## src/rtl/ins_mem_pkg.sv

```systemverilog
// Shared constants for the instruction memory: opcodes, NOP encoding and the boot program.
package ins_mem_pkg;

   localparam logic [6:0] OP_LOAD   = 7'h03;
   localparam logic [6:0] OP_IMM    = 7'h13;
   localparam logic [6:0] OP_STORE  = 7'h23;
   localparam logic [6:0] OP_BRANCH = 7'h63;
   localparam logic [6:0] OP_JALR   = 7'h67;
   localparam logic [6:0] OP_SYSTEM = 7'h73;

   localparam logic [31:0] NOP = 32'h0000_0013;

   localparam int unsigned PROG_LEN = 7;
   localparam logic [31:0] PROG [0:PROG_LEN-1] = '{
      32'h0050_0093,
      32'h00A0_0113,
      32'h0020_81B3,
      32'h4020_8233,
      32'h0030_2023,
      32'h0000_2283,
      32'h0052_0463
   };

   // Words past the end of the boot program read as NOP.
   function automatic logic [31:0] rom_word(input int unsigned idx);
      if (idx < PROG_LEN) return PROG[idx[2:0]];
      return NOP;
   endfunction

endpackage

```

## src/rtl/ins_imm_gen.sv

```systemverilog
// Immediate selection from a raw instruction word (I, S and B formats; zero otherwise).
module ins_imm_gen
   import ins_mem_pkg::*;
#(
   parameter int w = 32
) (
   input  logic [w-1:0] instruction,
   output logic [11:0]  imm
);

   always_comb begin
      imm = '0;
      case (instruction[6:0])
         OP_LOAD, OP_IMM, OP_JALR, OP_SYSTEM: imm = instruction[31:20];
         OP_STORE:  imm = {instruction[31:25], instruction[11:7]};
         // Branch offsets are kept in half-word units, bit 0 is implied.
         OP_BRANCH: imm = {instruction[31], instruction[7], instruction[30:25], instruction[11:8]};
         default:   imm = '0;
      endcase
   end

endmodule

```

## src/rtl/ins_mem.sv

```systemverilog
// Instruction memory with registered fetch and field decode.
// Defining INS_MEM_LOAD_EN adds a write port (we/waddr/wdata) for loading programs.
module ins_mem
   import ins_mem_pkg::*;
#(
   parameter int w        = 32,
   parameter int d        = 128,
   parameter int pc_len   = 32,
   parameter int addr_len = 5,
   parameter int oplen    = 7
) (
   input  logic                clk,
   input  logic                rst,
   input  logic [pc_len-1:0]   pcaddress,
`ifdef INS_MEM_LOAD_EN
   input  logic                we,
   input  logic [pc_len-1:0]   waddr,
   input  logic [w-1:0]        wdata,
`endif
   output logic [w-1:0]        instruction,
   output logic [oplen-1:0]    op,
   output logic [addr_len-1:0] rd,
   output logic [addr_len-1:0] rs1,
   output logic [addr_len-1:0] rs2,
   output logic [2:0]          funct3,
   output logic [6:0]          funct7,
   output logic [11:0]         imm
);

   localparam int aw = $clog2(d);

   logic [aw-1:0] ridx;
   logic          rin;
   logic [w-1:0]  rom_q;
   logic [w-1:0]  word_next;
   logic [11:0]   imm_next;

   assign ridx  = pcaddress[2 +: aw];
   assign rin   = (pcaddress >> (aw + 2)) == '0;
   assign rom_q = w'(rom_word(32'(ridx)));

`ifdef INS_MEM_LOAD_EN
   // Loaded words live in a RAM overlay; a per-word flag selects it over the boot ROM.
   // The flags are not reset so that rst never disturbs memory contents.
   logic [w-1:0]  ram [d];
   logic [d-1:0]  written = '0;
   logic [aw-1:0] widx;
   logic          win;

   assign widx = waddr[2 +: aw];
   assign win  = (waddr >> (aw + 2)) == '0;

   always_ff @(posedge clk) begin
      if (we && win) begin
         ram[widx]     <= wdata;
         written[widx] <= 1'b1;
      end
   end

   assign word_next = !rin            ? w'(NOP)   :
                      written[ridx]   ? ram[ridx] : rom_q;
`else
   assign word_next = rin ? rom_q : w'(NOP);
`endif

   ins_imm_gen #(.w(w)) u_imm_gen (
      .instruction (word_next),
      .imm         (imm_next)
   );

   always_ff @(posedge clk or posedge rst) begin
      if (rst) begin
         instruction <= '0;
         op          <= '0;
         rd          <= '0;
         rs1         <= '0;
         rs2         <= '0;
         funct3      <= '0;
         funct7      <= '0;
         imm         <= '0;
      end else begin
         instruction <= word_next;
         op          <= word_next[oplen-1:0];
         rd          <= word_next[7 +: addr_len];
         rs1         <= word_next[15 +: addr_len];
         rs2         <= word_next[20 +: addr_len];
         funct3      <= word_next[14:12];
         funct7      <= word_next[31:25];
         imm         <= imm_next;
      end
   end

endmodule

```

## config.mk

```make
export PLATFORM = sky130hd
export DESIGN_NAME = ins_mem
export DESIGN_NICKNAME = d
export VERILOG_FILES = /design/src/rtl/ins_mem_pkg.sv /design/src/rtl/ins_imm_gen.sv /design/src/rtl/ins_mem.sv
export SDC_FILE = /design/constraint.sdc
export NUM_CORES = 1
export LEC_CHECK = 0
export BUFFER_PORTS_ARGS = -buffer_cell sky130_fd_sc_hd__buf_4
export CAP_MARGIN = 25
export CORE_AREA = 2 2 57 73
export CTS_BUF_LIST = sky130_fd_sc_hd__clkbuf_4 sky130_fd_sc_hd__clkbuf_8
export CTS_CLUSTER_SIZE = 30
export DETAILED_ROUTE_END_ITERATION = 7
export DIE_AREA = 0 0 59 75
export PLACE_DENSITY = 0.8
export SYNTH_ARGS = -nofsm -noshare
export SYNTH_HDL_FRONTEND = slang
export SYNTH_SLANG_ARGS = --single-unit
```

## constraint.sdc

```tcl
create_clock -name clk -period 0.9 [get_ports clk]
set_clock_uncertainty 0.1 [all_clocks]
set_input_delay 0.045 -clock clk [delete_from_list [all_inputs] [get_ports clk]]
set_output_delay 0.045 -clock clk [all_outputs]
set_load 0.02 [all_outputs]
```

==> summary.txt <==
STA
  • Final Cycle Share: 113%
  • Final setup fails: 52
  • Final-report hold violation count: 0
  • Max-slew violations: 0
  • RSZ-0062 raised after global routing: true
  • Hold_ws: 36.4 ps
  • Worst setup margin: -118 ps
  • Fmax: 0.982 GHz
  • Fin crit period: 1020 ps

Synthesis
  • Mapped Cells: 141
  • Synthesis Warnings: 0
  • Synthesized flop and latch total: 20
  • Top post-synthesis cells by area: dfrtp_1 33%, buf_4 28%, nor4_4 5.6%
  • Register area share after synthesis: 33.1%
  • Library cells used by synthesis: 34
  • Syn Area/Cell: 10.7 um^2
  • Post-Syn Area: 0.00151 mm^2
  • Synth top area share: 33.1%
  • Leading area contributor after synthesis: dfrtp_1

Global route
  • Grt peak-use layer: met2
  • M3 GR Usage: 1.37%
  • Number of global-route vias before repair: 1,083
  • Met1 Track Usage GR: 13.0%
  • Total GRT Usage: 13.5%
  • Largest net degree at the start of global routing: 21
  • Grt ovf: 0
  • Met2 usage in global routing: 27.0%
  • Initial antenna violation count: 0
  • First-pass GRT wire length: 4500 um

Place
  • Pre-CTS WS: -426 ps
  • Placed cells: 250
  • Area after DPL: 0.00201 mm^2
  • I/O Buffers: 71
  • RD Place Congestion: 0.867
  • HPWL after DPL: 2310 um

Worst setup path
  • Critical Path Start: pcaddress[3]
  • Critical path class: input port to register
  • Critical Path AT: 1080 ps
  • Crit end category: register
  • Startpoint Class: input port
  • CP max FO: 4
  • Required time worst endpoint: 960 ps

Clock tree
  • CTS buffer count: 3
  • Clock Sinks: 20
  • H-Tree Level Count: 1
  • CTS tree: yes
  • Maximum root-to-sink buffer count: 2
  • CTS root buf: clkbuf_8
  • CTS clock-pin slew for the worst setup and hold paths: 60 ps

Status
  • Status: finished, violations left
  • Failing checks: setup timing

Route
  • Detail Route Antenna Nets: 0
  • Via count: 1,167
  • Detailed router's first-iteration violation count: 17
  • Remaining DRCs: 0
  • Drt pass-1 iters: 4
  • Routed WL: 3020 um
  • WL/cell: 11.7 um
  • Vias per cell: 4.51

Floorplanning
  • I/O pins: 110
  • Row Count: 25
  • Starting density of the core: 40.9%
  • Die area: 0.00443 mm^2
  • Die height: 75 um
  • Die X: 59 um
  • Core area: 0.00369 mm^2

Finish
  • Cell area after layout: 0.00235 mm^2
  • # nets final: 260
  • Most frequent cells in the layout: 53 x buf_6, 43 x buf_4, 38 x conb_1, 19 x dfrtp_1, 7 x nor4_4
  • Commonest non-fill, non-tap cell in the layout: buf_6
  • Fraction of layout cells with a size suffix above 1: 59.4%
  • Final Non-Filler Cells: 259
  • Layout fillers: 285
  • Syn-to-layout area delta: 55.5%
  • Ant diodes: 0

Power
  • Worst IR Drop VDD: 0.000446 V
  • PwrDens: 851 mW/mm^2
  • Leak pwr: 1.14 nW

Hold path
  • Hold Startpoint: pcaddress[3]
  • Tightest Hold Check Type: input port to register

Run
  • # Max-Cap Violations: 0
## per-layer routing
metal | routed length, um | vias up
met5 | 0 | -
met4 | 78 | 0
met3 | 235 | 7
met2 | 1730 | 81
met1 | 976 | 534
li1 | - | 545
## layout make-up
cell class / count / area [um^2] / area share (%)
timing repair buffer: 99 / 965 / 41.0
sequential: 20 / 502 / 21.3
multi-input combinational: 94 / 774 / 32.9
inverter: 3 / 18.8 / 0.798
tap: 40 / 50.0 / 2.13
clock buffer: 3 / 41.3 / 1.76
## what timing repair did
action,4_1_cts,5_1_grt
pin swaps,17,6
hold endpoints to repair,20,0
setup endpoints to repair,55,58
hold buffers,1,0
gates cloned,0,0
gates resized for setup,56,6
buffers inserted,4,1
## sequential cells by signal (all words and copies together), names as in the netlist
name         flops
funct7           1
imm              6
instruction     13
## power by group
| group | total [W] | internal (W) | switching [W] |
|---|---|---|---|
| clock | 0.000550 | 0.000297 | 0.000252 |
| sequential | 0.000909 | 0.000904 | 0.00000495 |
| combinational | 0.000543 | 0.000225 | 0.000318 |
## worst max-delay path: stages
cell,delay (ps)
buf_8,90
inv_8,40
ha_4,140
nand3b_1,160
or3_4,350
a311oi_2,250
## cell usage after synthesis (all sizes together)
| cell | instances |
|---|---|
| a21o | 1 |
| or3 | 2 |
| nand3b | 1 |
| ha | 5 |
| a311oi | 1 |
| nand4 | 2 |
| a211oi | 3 |
| nor2b | 4 |
| a21boi | 1 |
| nor4b | 1 |
| and3 | 3 |
| o21ai | 1 |
| nand2 | 3 |
| nor4 | 8 |
| nand3 | 4 |
| buf | 60 |
| inv | 3 |
| conb | 2 |
| and4 | 2 |
| nor3 | 7 |
| nand2b | 2 |
| dfrtp | 20 |
| a21oi | 3 |
| a2111oi | 1 |
| nor2 | 1 |
## path summary, 6_finish.rpt
kind | depth (start not counted) | to
max in group asynchronous | 4 | instruction[1]$_DFF_PP0_
worst max-delay path | 6 | imm[1]$_DFF_PP0_
worst min-delay path | 3 | imm[3]$_DFF_PP0_
min in group asynchronous | 4 | imm[9]$_DFF_PP0_
## cells by family (layout without fill, tap and decap cells)
family	after synthesis	count (layout)	synth area share, %
AOI/OAI and AO/OA	11	11	6.79
and+or+nand+nor	40	40	24.6
DFF	20	20	33.1
other	2	38	0.497
adders and majority gates	5	5	4.14
buffers and inverters	63	105	30.9
## per-stage QoR
stage	TNS [ps]	util, %	power [W]
2_1_floorplan	-2080	-	0.00132
3_3_place_gp	-5850	54.4	0.00141
3_5_place_dp	-6100	54.4	0.00142
4_1_cts	-3230	62.7	0.00201
5_1_grt	-4900	63.7	0.00209
6_report	-2840	63.7	0.00200
Power figures use the tool's default switching activity.
